[src/rtl/imsic_msi_tx.sv]
`default_nettype none
// ============================================================================
// Module   : imsic_msi_tx
// Brief    : Bus-side MSI front end of the IMSIC. Validates seteipnum page
//            writes, queues legal MSIs, and serialises them onto the
//            msi_info / msi_info_vld level-pulse interface consumed by each
//            hart's asynchronous CSR gate.
// Revision : 1.0 - initial release
// ============================================================================
module imsic_msi_tx #(
  parameter int NR_INTP_FILES   = 7,
  parameter int NR_HARTS_WIDTH  = 2,
  parameter int NR_SRC          = 32,
  parameter int FIFO_DEPTH      = 4,
  parameter int HOLD_CYC        = 4,
  parameter int GAP_CYC         = 6,
  parameter int NR_SRC_WIDTH    = $clog2(NR_SRC),
  parameter int INTP_FILE_WIDTH = $clog2(NR_INTP_FILES),
  parameter int MSI_INFO_WIDTH  = NR_HARTS_WIDTH + INTP_FILE_WIDTH + NR_SRC_WIDTH,
  parameter int ADDR_WIDTH      = 12 + INTP_FILE_WIDTH + NR_HARTS_WIDTH
) (
  input  logic                      clk,
  input  logic                      rstn,
  input  logic                      s_wr_vld,
  output logic                      s_wr_rdy,
  input  logic [ADDR_WIDTH-1:0]     s_wr_addr,
  input  logic [31:0]               s_wr_data,
  output logic [MSI_INFO_WIDTH-1:0] o_msi_info,
  output logic                      o_msi_info_vld,
  output logic                      o_busy,
  output logic [7:0]                o_drop_cnt
);

  localparam int c_ptr_w   = (FIFO_DEPTH > 1) ? $clog2(FIFO_DEPTH) : 1;
  localparam int c_cnt_max = (HOLD_CYC > GAP_CYC) ? HOLD_CYC : GAP_CYC;
  localparam int c_cnt_w   = $clog2(c_cnt_max) + 1;
  localparam logic [c_ptr_w:0] c_full = (c_ptr_w + 1)'(FIFO_DEPTH);

  typedef enum logic [1:0] {
    ST_IDLE = 2'd0,
    ST_HOLD = 2'd1,
    ST_GAP  = 2'd2
  } state_t;

  state_t                    r_state;
  state_t                    w_state_nxt;
  logic [c_cnt_w-1:0]        r_cnt;
  logic [c_cnt_w-1:0]        w_cnt_nxt;
  logic                      w_pop;

  logic [MSI_INFO_WIDTH-1:0] r_mem [FIFO_DEPTH];
  logic [c_ptr_w-1:0]        r_wptr;
  logic [c_ptr_w-1:0]        r_rptr;
  logic [c_ptr_w:0]          r_count;
  logic [MSI_INFO_WIDTH-1:0] r_info;

  logic [NR_HARTS_WIDTH-1:0]  w_hart;
  logic [INTP_FILE_WIDTH-1:0] w_file;
  logic                       w_legal;
  logic                       w_accept;
  logic                       w_push;
  logic                       w_drop;
  logic                       w_empty;

  // Address / data decode of the seteipnum page write
  assign w_hart   = s_wr_addr[12 + INTP_FILE_WIDTH +: NR_HARTS_WIDTH];
  assign w_file   = s_wr_addr[12 +: INTP_FILE_WIDTH];
  assign w_legal  = (s_wr_addr[11:0] == 12'd0)
                  && (32'(w_file) < 32'(NR_INTP_FILES))
                  && (s_wr_data != 32'd0)
                  && (s_wr_data < 32'(NR_SRC));

  // Ready depends only on the registered occupancy, never on s_wr_vld
  assign s_wr_rdy = (r_count != c_full);
  assign w_accept = s_wr_vld & s_wr_rdy;
  assign w_push   = w_accept & w_legal;
  assign w_drop   = w_accept & ~w_legal;
  assign w_empty  = (r_count == '0);
  assign o_busy   = ~w_empty | (r_state != ST_IDLE);

  // FIFO storage; contents need no reset since occupancy gates every read
  always_ff @(posedge clk) begin
    if (w_push) begin
      r_mem[r_wptr] <= {w_hart, w_file, s_wr_data[NR_SRC_WIDTH-1:0]};
    end
  end

  // FIFO pointers and occupancy; depth is a power of two so pointers wrap naturally
  always_ff @(posedge clk or negedge rstn) begin
    if (!rstn) begin
      r_wptr  <= '0;
      r_rptr  <= '0;
      r_count <= '0;
    end else begin
      if (w_push) r_wptr <= r_wptr + c_ptr_w'(1);
      if (w_pop)  r_rptr <= r_rptr + c_ptr_w'(1);
      unique case ({w_push, w_pop})
        2'b10:   r_count <= r_count + (c_ptr_w + 1)'(1);
        2'b01:   r_count <= r_count - (c_ptr_w + 1)'(1);
        default: r_count <= r_count;
      endcase
    end
  end

  // Saturating count of accepted-but-illegal writes
  always_ff @(posedge clk or negedge rstn) begin
    if (!rstn) begin
      o_drop_cnt <= 8'd0;
    end else if (w_drop && (o_drop_cnt != 8'hFF)) begin
      o_drop_cnt <= o_drop_cnt + 8'd1;
    end
  end

  // Pulse sequencer state, hold/gap counter, and the popped entry
  always_ff @(posedge clk or negedge rstn) begin
    if (!rstn) begin
      r_state <= ST_IDLE;
      r_cnt   <= '0;
      r_info  <= '0;
    end else begin
      r_state <= w_state_nxt;
      r_cnt   <= w_cnt_nxt;
      if (w_pop) r_info <= r_mem[r_rptr];
    end
  end

  // Next-state logic: pop on entry to HOLD, count HOLD then GAP cycles
  always_comb begin
    w_state_nxt = r_state;
    w_cnt_nxt   = r_cnt;
    w_pop       = 1'b0;
    case (r_state)
      ST_IDLE: begin
        if (!w_empty) begin
          w_pop       = 1'b1;
          w_state_nxt = ST_HOLD;
          w_cnt_nxt   = c_cnt_w'(HOLD_CYC - 1);
        end
      end
      ST_HOLD: begin
        if (r_cnt == '0) begin
          w_state_nxt = ST_GAP;
          w_cnt_nxt   = c_cnt_w'(GAP_CYC - 1);
        end else begin
          w_cnt_nxt = r_cnt - c_cnt_w'(1);
        end
      end
      ST_GAP: begin
        if (r_cnt == '0) begin
          if (!w_empty) begin
            w_pop       = 1'b1;
            w_state_nxt = ST_HOLD;
            w_cnt_nxt   = c_cnt_w'(HOLD_CYC - 1);
          end else begin
            w_state_nxt = ST_IDLE;
          end
        end else begin
          w_cnt_nxt = r_cnt - c_cnt_w'(1);
        end
      end
      default: begin
        w_state_nxt = ST_IDLE;
      end
    endcase
  end

  // Registered outputs: vld mirrors HOLD one cycle later, info updates with it
  always_ff @(posedge clk or negedge rstn) begin
    if (!rstn) begin
      o_msi_info_vld <= 1'b0;
      o_msi_info     <= '0;
    end else begin
      o_msi_info_vld <= (r_state == ST_HOLD);
      o_msi_info     <= r_info;
    end
  end

endmodule
`default_nettype wire

[config.mk]
export PLATFORM = sky130hd
export DESIGN_NAME = imsic_msi_tx
export DESIGN_NICKNAME = d
export VERILOG_FILES = /design/src/rtl/imsic_msi_tx.sv
export SDC_FILE = /design/constraint.sdc
export NUM_CORES = 1
export LEC_CHECK = 0
export BUFFER_PORTS_ARGS = -buffer_cell sky130_fd_sc_hd__buf_2
export CAP_MARGIN = 20
export CORE_UTILIZATION = 57
export CTS_CLUSTER_DIAMETER = 100
export DETAILED_ROUTE_END_ITERATION = 8
export GPL_TIMING_DRIVEN = 0
export PLACE_DENSITY_LB_ADDON = 0.25
export SKIP_CTS_REPAIR_TIMING = 1
export SLEW_MARGIN = 20
export SYNTH_ARGS = -nofsm -noshare
export SYNTH_HDL_FRONTEND = slang
export SYNTH_SLANG_ARGS = --single-unit
export TNS_END_PERCENT = 30
[constraint.sdc]
create_clock -name clk -period 6.4 [get_ports clk]
set_input_delay 0.64 -clock clk [delete_from_list [all_inputs] [get_ports clk]]
set_output_delay 0.64 -clock clk [all_outputs]
set_load 0.05 [all_outputs]
Yosys cells after proc, flatten, opt, wreduce, memory -nomap -nowiden
Memories as Yosys holds them, arrays and structs flattened. A register that Yosys moved wholly into a read port is not among the register bits.
Cells that the tools add are included.
{"block": "classes", "n_addsub": 6, "n_lt_le_gt_ge": 2, "eq_ne": 9, "mux": 15, "n_bitwise": 6, "reduce_logical": 14}
{"op": "32-bit by 6-bit < comparator with 1-bit output, second input constant", "n": 1}
{"op": "32-bit nonzero test", "n": 1}
{"op": "12-bit zero test", "n": 1}
{"op": "4-bit two-way mux", "n": 3}
{"op": "4-bit case mux with 3 select lines", "n": 1}
{"op": "8-bit by 1-bit adder with 8-bit output, second input constant", "n": 1}
{"op": "8-bit inequality test, second input constant", "n": 1}
{"op": "2-bit two-way mux", "n": 3}
{"op": "2-bit inequality test, second input constant", "n": 3}
{"op": "2-bit case mux with 3 select lines", "n": 1}
{"op": "3-bit case mux with 2 select lines", "n": 1}
{"op": "1-bit two-way mux", "n": 5}
{"op": "2-bit by 1-bit adder with 2-bit output, second input constant", "n": 2}
{"op": "2-bit by 1-bit == test with 1-bit output, second input constant", "n": 2}
{"op": "2-bit == test, second input constant", "n": 2}
{"op": "1-bit logical AND", "n": 4}
{"op": "4-bit zero test", "n": 1}
{"op": "2-bit nonzero test", "n": 2}
{"op": "4-bit by 1-bit subtractor with 4-bit output, second input constant", "n": 1}
{"op": "3-bit by 1-bit adder with 3-bit output, second input constant", "n": 1}
{"op": "1-bit AND", "n": 3}
{"op": "3-bit zero test", "n": 1}
{"op": "3-bit < comparator, second input constant", "n": 1}
{"op": "3-bit inequality test, second input constant", "n": 1}
{"op": "8 further kinds", "n": 9}
{"block": "word_totals", "ff_bits": 32, "ram_bits": 40, "inputBits": 52, "memories": 1}
{"memory": "r_mem", "depth": 4, "word_bits": 10, "read_ports": 1, "rd_ports_with_merged_regs": 1, "write_ports": 1, "line_no": "51", "source": "logic [MSI_INFO_WIDTH-1:0] r_mem [FIFO_DEPTH];"}

Depth between registers and ports, before layout
Gate-level depths: netlist of run 1.
{"block": "logic_depth", "word_depth": 7, "ltp_mapped": 12}

Worst setup path before layout of run 1
OpenSTA, ideal clock, no wires.
{"block": "synth_timing", "path_kind": "input to register", "start": "input port s_wr_data[0]", "end": "register r_count[2]", "setup_time_ns": 0.079, "arrival_time_ns": 2.734, "required_ns": 6.321, "slack_ns": 3.587, "stages": 12, "path_buffers": 1, "path_cell_list": "or4_1 -> nor2_1 -> nor4_4 -> and3_1 -> buf_4 -> inv_1 -> ha_1 -> inv_1 -> fa_1 -> xor2_1 -> nor2_1 -> xor2_1"}
{"block": "synth_via", "elab_chain_cells": 6, "word_cells_on_any_way": 9}
{"element": "start, declared", "line_no": "27", "source": "input logic [31:0] s_wr_data,"}
{"element": "parallel branches: the longest is 2 deep, another holds 32-bit by 6-bit < comparator with 1-bit output"}
{"element": "1-bit logical AND (*)", "line_no": "71", "source": "&& (s_wr_data < 32'(NR_SRC));"}
{"element": "1-bit AND (*)", "line_no": "76", "source": "assign w_push = w_accept & w_legal;"}
{"element": "2-bit by 1-bit == test with 1-bit output / 2-bit == test (equally long branches)", "line_no": "97", "source": "unique case ({w_push, w_pop})"}
{"element": "3-bit case mux with 2 select lines / 2-bit nonzero test (equally long branches)"}
{"element": "end signal, assigned", "line_no": "98", "source": "2'b10: r_count <= r_count + (c_ptr_w + 1)'(1);"}
{"element": "end signal, assigned", "line_no": "99", "source": "2'b01: r_count <= r_count - (c_ptr_w + 1)'(1);"}
{"element": "end signal, assigned", "line_no": "100", "source": "default: r_count <= r_count;"}
{"element": "end, declared", "line_no": "54", "source": "logic [c_ptr_w:0] r_count;"}
Every way passes the cells marked *.
A chain may end at the register's enable or synchronous reset.

Worst setup path in the final report of run 1
{"block": "layout_timing", "start": "register r_cnt[0]", "end": "register r_count[2]"}
{"block": "layout_via", "elab_chain_cells": 5, "word_cells_on_any_way": 7}
{"element": "start, declared", "line_no": "47", "source": "logic [c_cnt_w-1:0] r_cnt;"}
{"element": "start signal, assigned", "line_no": "122", "source": "r_cnt <= w_cnt_nxt;"}
{"element": "4-bit zero test (*)", "line_no": "149", "source": "if (r_cnt == '0) begin"}
{"element": "1-bit two-way mux (*)", "line_no": "149"}
{"element": "1-bit case mux with 2 select lines (*)", "line_no": "132", "source": "case (r_state)"}
{"element": "via w_pop", "line_no": "49", "source": "logic w_pop;"}
{"element": "2-bit by 1-bit == test with 1-bit output / 2-bit == test (equally long branches)", "line_no": "97"}
{"element": "3-bit case mux with 2 select lines / 2-bit nonzero test (equally long branches)"}
Mark *: on every way through the listed nets, which the timed path passes. The rest lies on a longest branch.

==> summary.md, run 1 <==
| Metric | Value |
|---|---|
| Outcome | complete, no violations |
| Synthesized net count | a little under 300 |
| H-Tree Depth | 3 |
| Async SR Flop Fraction | approximately half |
| Total global-route track usage | between 20% and 30% |
| Slew Viols, Final | 0 |
| Post-synth top area cell | edfxtp_1 |
| Post-DRT Antenna Nets | 0 |
| Fin crit period | 2.91 ns |
| Netlist cell types | 39 |
| Clock sink count | 82 |
| Worst slew pin tran | about 0.91 ns |
| RSZ-0062 raised after global routing | no |
| Final core occ | slightly above 70% |
| Pwr Density | about 340 mW/mm2 |
| Num CTS Buffers | 9 |
| Commonest non-fill, non-tap cells in the layout | 74 x buf_2, 42 x dfrtp_1, 40 x edfxtp_1 |
| Leak | between 1.5 and 2 nW |
| Avg Inst Size Synth | between 15 and 20 um2 |
| Vias per inst | between 5 and 6 |
| Avg WL per Cell | between 15 and 20 um |
| P&R area growth vs syn | 19.5% |
| Drt initial violations | 82 |
| Clock Path Buffers | 2 |
| Worst VDD drop | around 0.26 mV |
| Initial antenna violation count | 0 |
| Initial Util | 60.7% |
| Seq cells post-synth | 82 |
| Antenna diodes | 0 |
| Clock transition at the registers of the reported paths | around 0.080 ns |
| CTS root buffer | clkbuf_8 |
| Site Rows | 27 |
| Sequential share of the synthesized area | between 60% and 70% |
| Hold/Removal Path Class | flip-flop to flip-flop |
| Clk_lat worst skew | about 0.35 ns |
| Largest net degree at the start of global routing | 43 |
| Via count | between 2000 and 2500 |
| Ranking of synthesized cells by area | edfxtp_1 35%, dfrtp_1 31%, mux4_2 6.6% |
| Worst slew margin | 39.5% |
| Crit path max fanout | 10 |
| Synth Cell Area | around 0.0034 mm2 |
| Die height | 79.5 um |
| Share of post-route cells with drive strength above 1 | approximately 36% |
| WL final | 5870 um |
| Commonest non-fill, non-tap cell in the layout | buf_2 |
| Critical Path Start Type | flip-flop |
| MaxCap Viol Count | 0 |
| Syn Inst Count | 224 |
| # setup viols final | 0 |
| CORE AREA | 0.00564 mm2 |
| Req. time, crit path | approximately 6.7 ns |
| First-pass GRT wire length | 9760 um |
| Die area | between 0.006 and 0.007 mm2 |
| Fmax | around 340 MHz |
| CP endpoint kind | flip-flop |
| Ys Warns | 0 |
| Setup TNS | 0 ns |
| Setup CP Type | flip-flop to flip-flop |
| CTS tree | yes |
| Fin nets | 372 |
| Die width | between 70 and 80 um |
| CP arrival | about 3.2 ns |
| Kind of cell adding the most delay to the critical path | adder cells |
| Dpl hpwl | about 4100 um |
| Buf/Inv on CP | 3 |
| CP peak stage delay | about 0.4 ns |
| Post-synth EDFFs | 40 |
| Worst path slowest cell | dfrtp_1 |
| I/O pin cnt | 73 |
| Final Cycle Share | around 45% |
| Share of the synthesized area in the top cell type | a little over a third |
| Top FF cell, synth | dfrtp_1 |
| RD Place Congestion | approximately 0.77 |
| Detailed-route DRC error count | 0 |
| Drt first pass iters | 4 |
| Grt ovf | 0 |
| Worst-path cell chain | inv_1 > ha_1 > nor3b_1 > and2_1 > o21a_1 > buf_2 > ha_1 > inv_1 > fa_1 > xor2_1 > nor2_1 > xor2_1 |
| Port Buffers | 72 |
| Power, Total | about 1.4 mW |
| Vias in the first global route | around 2100 |
| Skew final | 0.00437 ns |
| Final number of hold-violating endpoints | 0 |
==> sequential cells by signal, indices dropped and copies added, names as in the netlist <==
register	count
r_mem	40
o_msi_info	10
r_info	10
o_drop_cnt	8
r_cnt	4
r_count	3
r_rptr	2
r_state	2
r_wptr	2
o_msi_info_vld	1
==> worst reg2reg max path, delay by kind of cell (launching register included) <==
kind | cells | cell delay, ns
buffers and inverters | 3 | 0.42
DFF | 1 | 0.41
xor gates and xnor gates | 2 | 0.33
adders and majority gates | 3 | 0.79
AOI/OAI and AO/OA | 1 | 0.20
and+or+nand+nor | 3 | 0.67
==> routing by layer <==
metal,GRT usage [%],wire (um)
met1,27.6,2550
met2,35.0,2860
met3,4.23,337
met4,10.4,127
met5,0,0
==> kinds of logic after synthesis <==
| group | Yosys count | share of synthesized area, % |
|---|---|---|
| xor gates and xnor gates | 13 | 3.32 |
| buffers and inverters | 15 | 1.83 |
| DFF | 82 | 65.7 |
| muxes | 22 | 10.6 |
| AOI/OAI and AO/OA | 20 | 3.83 |
| adders and majority gates | 13 | 4.97 |
| and+or+nand+nor | 59 | 9.71 |
==> power by group <==
group / total, mW / internal (mW) / leakage, nW / switching [mW]
logic: 0.298 / 0.0800 / 0.778 / 0.218
clock network: 0.411 / 0.229 / 0.111 / 0.181
registers: 0.669 / 0.625 / 0.929 / 0.0442
==> worst paths after layout <==
check / from / to / slack (ns) / cells past startpoint
setup / recovery: r_cnt[0]$_DFFE_PN0P_ / r_count[2]$_DFFE_PN0P_ / 3.49 / 12
hold / removal: r_info[1]$_DFFE_PN0P_ / o_msi_info[1]$_DFF_PN0_ / 0.37 / 0
setup reg to reg: r_cnt[0]$_DFFE_PN0P_ / r_count[2]$_DFFE_PN0P_ / 3.49 / 12
hold reg to reg: r_info[1]$_DFFE_PN0P_ / o_msi_info[1]$_DFF_PN0_ / 0.37 / 0
max in group asynchronous: rstn / r_rptr[0]$_DFFE_PN0P_ / 5.42 / 1
min in group asynchronous: rstn / r_info[9]$_DFFE_PN0P_ / 0.42 / 1
==> cells in the mapped netlist (5+ instances only) <==
master	number
o21ai_0	6
mux4_2	10
ha_1	12
inv_1	11
nor2_1	11
a21oi_1	5
and2_1	5
nor3_1	7
dfrtp_1	42
nand2_1	7
nand4_1	6
nor4_1	9
mux2_2	11
edfxtp_1	40
xor2_1	10
==> per-stage QoR <==
stage / area [um2] / setup WS, ns / std cells / hold slack [ns]
after floorplan: 3430 / 3.59 / 224 / 0.344
after global placement: 3880 / 3.32 / 368 / 0.358
after detailed placement: 3880 / 3.24 / 368 / 0.363
after CTS: 4100 / 3.50 / 384 / 0.376
after global routing: 4100 / 3.21 / 384 / 0.392
final: 4100 / 3.49 / 384 / 0.374
==> final cells by class <==
type / count / area (um2)
repair buffers: 72 / 360
clock buffers: 11 / 141
plain buffers: 4 / 21.3
multi-input cells: 127 / 1110
fillers: 375 / 1550
clock inverters: 5 / 77.6
well taps: 72 / 90.1
flip-flops and latches: 82 / 2250
inverters: 11 / 41.3
Note: power is estimated with default switching activity, not from simulation.
==> inputs of run 2 (changes only) <==
--- a/config.mk
+++ b/config.mk
@@ -7,7 +7,7 @@
 export LEC_CHECK = 0
 export BUFFER_PORTS_ARGS = -buffer_cell sky130_fd_sc_hd__buf_2
 export CAP_MARGIN = 20
-export CORE_UTILIZATION = 57
+export CORE_UTILIZATION = 49
 export CTS_CLUSTER_DIAMETER = 100
 export DETAILED_ROUTE_END_ITERATION = 8
 export GPL_TIMING_DRIVEN = 0
==> constraint.sdc (replaced) <==
create_clock -name clk -period 2.62 [get_ports clk]
set_input_delay 0.262 -clock clk [delete_from_list [all_inputs] [get_ports clk]]
set_output_delay 0.262 -clock clk [all_outputs]
set_load 0.05 [all_outputs]
==> run 2 against run 1 <==
Against the previous run: combinational power increased by 140%; via count fell by 1.5%; critical path depth down 2; critical path type unchanged; largest cell class unchanged; worst setup slack got worse by 3.3 ns; clock power grew to 2.5 times the previous value; die area is 16% higher.
==> summary.md, run 2 (synthesis gave the netlist of run 1 again) <==
| Metric | Value |
|---|---|
| Setup CP Type | flip-flop to flip-flop |
| Switching share of power | about a third |
| Commonest non-fill, non-tap cells in the layout | 73 x buf_2, 42 x dfrtp_1, 40 x edfxtp_1 |
| Filler Cells Inserted | between 500 and 600 |
| Worst slew margin | 37.8% |
| Outcome | complete, no violations |
| H-Tree Depth | 3 |
| Setup ws final | roughly 0.19 ns |
| Leak | approximately 1.9 nW |
| Worst path slowest cell | or3b_2 |
| Clock group share of total power | roughly 31% |
| Crit path max fanout | 7 |
| Die width | between 80 and 90 um |
| Final number of hold-violating endpoints | 0 |
| Initial Util | between 50% and 60% |
| Largest net degree at the start of global routing | 43 |
| Req. time, crit path | just under 3 ns |
| CP endpoint kind | flip-flop |
| Slew Viols, Final | 0 |
| Skew final | between 0.01 and 0.015 ns |
| I/O pin cnt | 73 |
| WL final | 6070 um |
| Num CTS Buffers | 9 |
| Finished Cell Area | 0.00418 mm2 |
| CTS tree | yes |
| Antenna diodes | 0 |
| Cells after DPL | 376 |
| Die height | around 86 um |
| Fin nets | 376 |
| P&R area growth vs syn | 22.1% |
| Vias in the first global route | approximately 2100 |
| Fin crit period | ~2.4 ns |
| Largest registers | r_mem (40), o_msi_info (10), r_info (10) |
| Fmax | slightly above 400 MHz |
| Vias per inst | approximately 5.3 |
| Setup WS pre-CTS | -0.267 ns |
| Final Cycle Share | between 90 and 100% |
| Clock transition at the registers of the reported paths | around 0.090 ns |
| Critical Path Start Type | flip-flop |
| Largest register by flop count | r_mem |
| Grt ovf | 0 |
| Clk_lat worst skew | between 0.3 and 0.4 ns |
| Pint | around 2.3 mW |
| Pwr Density | around 820 mW/mm2 |
| CORE AREA | between 0.006 and 0.007 mm2 |
| Worst-path cell chain | or3b_2 > and3_1 > buf_4 > inv_1 > ha_2 > inv_1 > fa_1 > xor2_1 > nor2_1 > xor2_1 |
| CP arrival | about 2.7 ns |
| Detailed-route DRC error count | 0 |
| Drt first pass iters | 4 |
| Post-DRT Antenna Nets | 0 |
| Worst hold slack | around 0.047 ns |
| Via count | between 2000 and 2500 |
| CP peak stage delay | about 0.5 ns |
| Commonest non-fill, non-tap cell in the layout | buf_2 |
| Port Buffers | 72 |
| Sw power | approximately 1.1 mW |
| RD Place Congestion | around 0.78 |
| Hold/Removal Path Class | primary input to asynchronous set/reset pin |
| Drt initial violations | 47 |
| Dpl hpwl | ~4200 um |
| Clock sink count | between 80 and 90 |
| Site Rows | 30 |
| Avg WL per Cell | ~15 um |
| Post-DP Area | 0.00389 mm2 |
| RSZ-0062 raised after global routing | no |
| Final core occ | about 62% |
| # setup viols final | 0 |
| Clock Path Buffers | 2 |
| Setup TNS | 0 ns |
| Worst slew pin tran | 0.932 ns |
| MaxCap Viol Count | 0 |
| Initial antenna violation count | 0 |
| First-pass GRT wire length | between 10000 and 15000 um |
| Logic pwr share | between 20% and 30% |
| Total global-route track usage | 18.5% |
| CTS root buffer | clkbuf_8 |
| Share of post-route cells with drive strength above 1 | roughly 39% |
| Worst VDD drop | approximately 0.41 mV |
| Finished Layout Cells | between 300 and 400 |
| Power, Total | 3.41 mW |
| Flop pwr share | between 40% and 50% |
| Die area | 0.00733 mm2 |
| Max reg flops | 40 |
==> run 2: cell count changes in the layout (fill, tap and decap cells not counted), sizes merged <==
| cell | previous run | this run |
|---|---|---|
| buf | 75 | 79 |
| inv | 11 | 15 |
| clkinv | 3 | 0 |
| clkbuf | 12 | 10 |
| clkinvlp | 0 | 1 |
==> run 2: power by group through the flow <==
stage	clock [mW]	sequential (mW)	combinational [mW]
6_report	1.04	1.64	0.727
3_3_place_gp	0	1.67	0.724
2_1_floorplan	0	2.05	0.130
3_5_place_dp	0	1.67	0.732
5_1_grt	1.12	1.66	0.769
4_1_cts	1.07	1.64	0.733
==> run 2: per-layer routing <==
metal	vias up	share of wire, %	global-route usage (%)
met3	6	3.2	6.45
met4	0	0.87	6.67
met5	-	0	0
met2	39	53	30.5
met1	1026	43	23.0
li1	1009	-	-
==> run 2: worst max-delay path: cells and delay by family, from the launching register on <==
family / cells / cell delay [ns]
simple gates: 3 / 0.81
flops: 1 / 0.43
buf+inv: 3 / 0.27
xor+xnor: 2 / 0.32
fa+ha+maj: 2 / 0.54
==> run 2: final timing paths <==
kind	from	end	slack [ns]	depth (start not counted)
max reg2reg	r_count[1]$_DFFE_PN0P_	r_count[2]$_DFFE_PN0P_	0.19	10
max in group asynchronous	rstn	r_rptr[0]$_DFFE_PN0P_	1.98	1
min	rstn	r_count[1]$_DFFE_PN0P_	0.05	1
min in group clk	s_wr_addr[16]	r_mem[0][9]$_DFFE_PP_	0.13	1
min reg2reg	r_info[7]$_DFFE_PN0P_	o_msi_info[7]$_DFF_PN0_	0.38	0
max	r_count[1]$_DFFE_PN0P_	r_count[2]$_DFFE_PN0P_	0.19	10
==> run 2: cell type report <==
type | count | area [um2] | area share (%)
clock inverter | 7 | 105 | 2.51
inverter | 11 | 41.3 | 0.987
sequential | 82 | 2250 | 53.8
timing repair buffer | 76 | 390 | 9.33
multi-input combinational | 127 | 1140 | 27.2
tap | 80 | 100 | 2.39
buffer | 4 | 31.3 | 0.748
clock buffer | 9 | 124 | 2.96
